==> config.mk <==
export PLATFORM = sky130hd
export DESIGN_NAME = merge8_rr
export DESIGN_NICKNAME = d
export VERILOG_FILES = /design/src/rtl/merge8_rr.sv
export SDC_FILE = /design/constraint.sdc
export NUM_CORES = 1
export LEC_CHECK = 0
export ABC_CLOCK_PERIOD_IN_PS = 6800
export CAP_MARGIN = 30
export CORE_AREA = 2 2 589 591
export DETAILED_ROUTE_END_ITERATION = 16
export DIE_AREA = 0 0 591 593
export PLACE_DENSITY = 0.3
export SLEW_MARGIN = 20
export SYNTH_ARGS = -nofsm -noshare
export SYNTH_HDL_FRONTEND = slang
export SYNTH_SLANG_ARGS = --single-unit
==> constraint.sdc <==
create_clock -name clk -period 6.8 [get_ports clk]
set_input_delay 1.36 -clock clk [delete_from_list [all_inputs] [get_ports clk]]
set_output_delay 1.36 -clock clk [all_outputs]
set_load 0.005 [all_outputs]
==> src/rtl/merge8_rr.sv <==
// merge8_rr: round-robin fan-in of 8 partition lanes onto one registered
// output stream with valid/ready backpressure. Per-lane last markers are
// collected and collapse into a single end-of-batch marker.
module merge8_rr #(
    parameter int INPUT_SIZE = 64
) (
    input  logic                        clk,
    input  logic                        reset,
    output logic [7:0]                  in_ready,
    input  logic [7:0][INPUT_SIZE-1:0]  in_data,
    input  logic [7:0][31:0]            in_tag,
    input  logic [7:0]                  in_valid,
    input  logic [7:0]                  in_last_processed,
    input  logic [7:0][63:0]            in_serialnum,
    input  logic [7:0]                  in_was_joined,
    input  logic                        out_ready,
    output logic [INPUT_SIZE-1:0]       out_data,
    output logic [31:0]                 out_tag,
    output logic                        out_valid,
    output logic                        out_last_processed,
    output logic [63:0]                 out_serialnum,
    output logic                        out_was_joined,
    output logic [2:0]                  out_src,
    output logic [31:0]                 out_count
);

    logic [2:0] rr_ptr;
    logic [7:0] done;
    logic [7:0] elig;
    logic [7:0] grant;
    logic [2:0] gidx;
    logic       found;
    logic       load;
    logic       xfer;
    logic [7:0] done_next;

    // A lane that already delivered its last tuple sits out until the batch ends.
    assign elig = in_valid & ~done;

    // Output register can take a tuple when empty or draining this cycle.
    assign load = ~out_valid | out_ready;

    // First eligible lane scanning upward from rr_ptr, wrapping modulo 8.
    always_comb begin
        found = 1'b0;
        gidx  = 3'd0;
        for (int k = 0; k < 8; k++) begin
            logic [2:0] idx;
            idx = rr_ptr + 3'(k);
            if (!found && elig[idx]) begin
                found = 1'b1;
                gidx  = idx;
            end
        end
        grant = found ? (8'b1 << gidx) : 8'b0;
    end

    // Grant is only offered when the output register can accept; held off in reset.
    assign in_ready  = reset ? 8'b0 : (grant & {8{load}});
    assign xfer      = |in_ready;
    assign done_next = done | (8'b1 << gidx);

    // Output register, arbitration pointer, batch tracking and tuple counter.
    always_ff @(posedge clk or posedge reset) begin
        if (reset) begin
            out_valid          <= 1'b0;
            out_last_processed <= 1'b0;
            out_data           <= '0;
            out_tag            <= '0;
            out_serialnum      <= '0;
            out_was_joined     <= 1'b0;
            out_src            <= 3'd0;
            out_count          <= 32'd0;
            rr_ptr             <= 3'd0;
            done               <= 8'b0;
        end else if (load) begin
            if (xfer) begin
                out_valid      <= 1'b1;
                out_data       <= in_data[gidx];
                out_tag        <= in_tag[gidx];
                out_serialnum  <= in_serialnum[gidx];
                out_was_joined <= in_was_joined[gidx];
                out_src        <= gidx;
                out_count      <= out_count + 32'd1;
                rr_ptr         <= gidx + 3'd1;
                if (in_last_processed[gidx]) begin
                    // Eighth lane finishing closes the batch and clears the mask.
                    if (done_next == 8'hFF) begin
                        out_last_processed <= 1'b1;
                        done               <= 8'b0;
                    end else begin
                        out_last_processed <= 1'b0;
                        done               <= done_next;
                    end
                end else begin
                    out_last_processed <= 1'b0;
                end
            end else begin
                out_valid <= 1'b0;
            end
        end
    end

endmodule

# Yosys cells after proc, flatten, opt, wreduce, memory -nomap -nowiden
# Index checks and enable logic that the tools add are counted.
# totals
regBits	209
latch_bits	0
ram_bits	0
rom_bits	0
inputBits	1307
output_inout_bits	206
elab_cells	101
n_memories	0
# op_classes
add_sub_neg	9
multipliers	0
div_mod_pow	0
order_cmp	9
eq_ne	1
shifts	1
muxes	48
n_bitwise	6
n_reduce_logical	17
# ops
operator	count
binary-select mux 64 bit (select 3 bit)	2
2-to-1 mux 64 bit	2
binary-select mux 32 bit (select 3 bit)	1
< comparator 3 x 4 -> 1 bit (second input constant)	9
adder 32 x 1 -> 32 bit (second input constant)	1
2-to-1 mux 32 bit	1
binary-select mux 1 bit (select 3 bit)	10
2-to-1 mux 3 bit	8
2-to-1 mux 8 bit	3
2-to-1 mux 1 bit	21
AND 8 bit	2
adder 3 bit (second input constant)	4
equality test 8 bit (second input constant)	1
NOT 8 bit	1
OR 8 bit	1
OR reduction 8 bit	1
<< shifter 1 x 3 -> 8 bit (first input constant)	1
logical AND 1 bit	7
logical NOT 1 bit	7
adder 3 x 1 -> 3 bit (second input constant)	2
adder 3 x 2 -> 3 bit (second input constant)	2
AND reduction 3 bit	1
AND reduction 2 bit	1
NOT 1 bit	1
OR 1 bit	1

# Depth between registers and ports, before layout
# depth
depth_word	32
ltp_mapped	22
ltp_nobuf	14

# Worst setup path before layout
# Ideal clock, no wire load.
# synth_timing
path_type	input -> output
startpoint	input in_valid[4]
endpoint	output in_ready[6]
arrival_time_ns	5.240
required_time_ns	5.440
slack_ns	0.200
stages	17
path_buffers	6
cell_sequence	or2b_1 -> mux4_2 -> mux2i_1 -> nor3_1 -> o41a_1 -> a22oi_4 -> buf_2 -> buf_2 -> buf_1 -> nor2_1 -> ha_1 -> o41a_1 -> buf_6 -> nand2_4 -> buf_8 -> buf_6 -> nor2_1
# synth_via
elab_chain_len	29
# synth_lines
item	line	source
start: declaration	12	input logic [7:0] in_valid,
AND 8 bit *	38	assign elig = in_valid & ~done;
binary-select mux 1 bit (select 3 bit)	50	if (!found && elig[idx]) begin
2-to-1 mux 1 bit (implied by the code)	50	
2-to-1 mux 1 bit	50	
logical NOT 1 bit	50	
logical AND 1 bit	50	
2-to-1 mux 1 bit	50	
logical NOT 1 bit	50	
(+13 left out)	--	
2-to-1 mux 1 bit	50	
logical NOT 1 bit	50	
logical AND 1 bit	50	
2-to-1 mux 3 bit	50	
<< shifter 1 x 3 -> 8 bit	55	grant = found ? (8'b1 << gidx) : 8'b0;
2-to-1 mux 8 bit *	55	
AND 8 bit *	59	assign in_ready = reset ? 8'b0 : (grant & {8{load}});
2-to-1 mux 8 bit *	59	
end: declaration	9	output logic [7:0] in_ready,
# Mark *: on every way between the ends. The rest lies on a longest branch, timed or not. The select of a mux whose other input is x is not followed.

# Final worst setup path
# layout_timing
startpoint	input in_valid[2]
endpoint	output in_ready[6]
# The elaborated chain is that of the path after synthesis.

==> summary.md <==
| Metric | Value |
|---|---|
| Post-Place Cell Area | 41500 um2 |
| Rows | about 220 |
| IO buf count | 1512 |
| Leading area contributor after synthesis | dfrtp_1 |
| Reg-to-reg startpoint | rr_ptr[0]$_DFFE_PP0P_ |
| Clock Path Buffers | 3 |
| Req. time, crit path | 5.44 ns |
| Largest net degree at the start of global routing | 130 |
| Yosys top cell area share | 26.5% |
| CP Data Arrival Time | 5.32 ns |
| Seq cells post-synth | 209 |
| Vias in the first global route | 29.8k |
| Xor/xnor cell area share of the yosys netlist | 1.55% |
| DP HPWL | 216000 um |
| Endpoint type of the worst setup path | output pin |
| CP Max Fanout | 2 |
| Routed len/inst | about 29 um |
| Max-Cap Viols | 0 |
| Initial antenna violation count | approximately 110 |
| Final setup fails | 0 |
| Final hold vios | 0 |
| Adder-cell share of the synthesized area | 0.317% |
| Synth Flop Type | dfrtp_1 |
| Synth Warn # | 0 |
| Headroom to the max-slew limit | between 20% and 30% |
| Largest family of logic cells by synthesized area | simple AND/OR/NAND/NOR gates |
| Setup ws final | about 0.12 ns |
| Detailed Route Iter0 Violations | 1497 |
| Least-Margin Pin Slew | 1.10 ns |
| Most common cell after layout, fill and taps aside | clkdlybuf4s50_1 |
| Hold Buf Count CTS | 0 |
| Htree depth | 2 |
| Share of cells above drive strength 1 | 7.98% |
| EDFF count, synth | 0 |
| Mux contribution to synthesized area | 10.1% |
| ANT nets after route | 0 |
| Setup Total Neg Slack | 0 ns |
| Core area | 345000 um2 |
| GR Util All Layers | between 10% and 20% |
| Global route total overflow | 0 |
| Fill cells | 39.8k |
| Post-Route Skew | 0.0432 ns |
| GP Congestion | 0.877 |
| Vias | 28.3k |
| Multi-input gate area | approximately 13000 um2 |
| Achievable Freq | around 150 MHz |
| Initial DRT Pass Iterations | 8 |
| Design Area, Final | around 43000 um2 |
| Clk sinks | 209 |
| Die ar. | 350000 um2 |
| Starting Density | 5.73% |
| Final #Nets | 5504 |
| Worst Setup SP | in_valid[2] |
| Pre-CTS WS | -0.0928 ns |
| First-pass GRT wire length | 319000 um |
| RSZ-0062 raised after global routing | false |
| Status | finished clean |
| Drt total wl | 254000 um |
| CTS tree | yes |
| Complex-gate fraction of the synthesized area | 21.9% |
| Netlist cell types | 67 |
| Post-Synth Simple-Gate Area | 32.9% |
| Final min period | 6.68 ns |
| Register area share after synthesis | 26.5% |
| Period utilization | 98.2% |
| Hold Crit Start | out_src[1]$_DFFE_PP0P_ |
| Crit path kind | primary input to output pin |
| Hold crit path type | register to register |
| Chip height | 593 um |
| Synth Cell Area | between 15000 and 20000 um2 |
| Via/cell ratio | about 3.2 |
| Clock Latency Late Sink | 0.68 ns |
| Largest cells by area after synthesis | dfrtp_1 26%, nand2_1 19%, and3_1 10%, mux2i_1 8.7%, a221o_1 8.2% |
| Crit path launch type | primary input |
| Storage cell area | about 5200 um2 |
| Syn nets | 4010 |
| Post-synthesis async set-or-reset flop share | 100% |
| Area delta synth->final | 118% |
| Clk root buf | clkbuf_16 |
| Commonest cells after routing, fill and taps aside | 1511 x clkdlybuf4s50_1, 1005 x nand2_1, 326 x and3_1 |
| Clock-pin slew on the worst setup and hold paths | 0.06 ns |
| Residual DRC | 0 |
| Number of CTS-inserted buffers | 41 |
| Top Ports | 1513 |
| Final Max Tran Viols | 0 |
| DIE WIDTH | just under 600 um |
| Syn Inst Count | 2698 |
| Syn_area_per_cell | around 7.3 um2 |
## final cells by class
| type | count | share of cell area (%) |
|---|---|---|
| clock buffer | 51 | 2.70 |
| antenna | 27 | 0.157 |
| multi-input combinational | 2212 | 31.0 |
| inverter | 14 | 0.133 |
| tap | 4578 | 13.3 |
| sequential | 209 | 12.1 |
| clock inverter | 25 | 0.716 |
| timing repair buffer | 1714 | 39.9 |
## Yosys cell counts (all sizes together), types with 3 or more instances
cell type and n:
nand2 1007, and3 326, dfrtp 209, mux2i 172
a31oi 165, a211oi 162, a221o 161, buf 141
clkbuf 122, nor2 30, xnor2 29, nand3 14
inv 11, mux4 10, nand2b 10, nand4 10
nor3 8, o21ai 8, nor4 7, and2 6
o21a 6, xor2 6, a2111oi 5, a21oi 5
ha 5, nor2b 5, a221oi 4, mux2 4
nor4bb 4, o22ai 4, o41ai 4, and4 3
clkinv 3, nor4b 3, or3 3
## cell families (layout without fill, tap and decap cells)
family / count (synthesis) / after routing
fa+ha+maj: 5 / 5
flops: 209 / 209
xor+xnor: 35 / 35
compound gates: 541 / 541
simple gates: 1445 / 1445
other cells: 0 / 27
buf+inv: 277 / 1804
mux: 186 / 186
## stage by stage
| stage | cells | util, % | hold WS (ns) |
|---|---|---|---|
| 2_1_floorplan | 2698 | - | 0.468 |
| 3_3_place_gp | 8716 | 12.0 | 0.466 |
| 3_5_place_dp | 8725 | 12.1 | 0.477 |
| 4_1_cts | 8802 | 12.5 | 0.488 |
| 5_1_grt | 8816 | 12.5 | 0.501 |
| 6_report | 8830 | 12.5 | 0.484 |
## state kept, by name, indices dropped and copies added (netlist names)
name and cells:
out_src 3, out_valid 1, out_last_processed 1, out_was_joined 1
rr_ptr 3, out_serialnum 64, out_data 64, out_tag 32
out_count 32, done 8
## final timing paths
| kind | to | slack, ns | cells after the start |
|---|---|---|---|
| min | out_src[1]$_DFFE_PP0P_ | 0.48 | 2 |
| min reg2reg | out_src[1]$_DFFE_PP0P_ | 0.48 | 2 |
| max in group asynchronous | out_tag[5]$_DFFE_PP0P_ | 4.31 | 3 |
| max | in_ready[6] | 0.12 | 15 |
| min in group asynchronous | out_count[30]$_DFFE_PP0P_ | 1.30 | 2 |
| max reg2reg | out_serialnum[59]$_DFFE_PP0P_ | 1.32 | 16 |
## metal layers
layer  track usage (%)  vias up  routed length (um)
met5                 0        -                 396
met4              3.91       60                7310
met3              4.12      274               18500
met2              26.7     1280              137000
met1              14.3    13821               91000
li1                  -    12820                   -
## critical path, cell delays in order
cell and delay [ns]:
clkdlybuf4s50_1 0.49, nor4b_1 0.65, nor4_2 0.16, buf_4 0.18, mux2_2 0.26, a311oi_1 0.30, o31ai_1 0.11, a211o_1 0.31
buf_4 0.16, ha_1 0.20, o41a_1 0.42, buf_4 0.16, nand2_8 0.06, nor2_2 0.05, clkdlybuf4s50_1 0.45
## repair_timing
action | CTS | global route
resized for setup | 4 | 6
endpoints found under the setup margin | 1 | 1
buffers inserted | 1 | 1
endpoints found under the hold margin | 0 | 0
pin swaps | 2 | 3
Power is not shown: default switching activity piles up to over one toggle a cycle in this logic, so the estimate is an artifact.
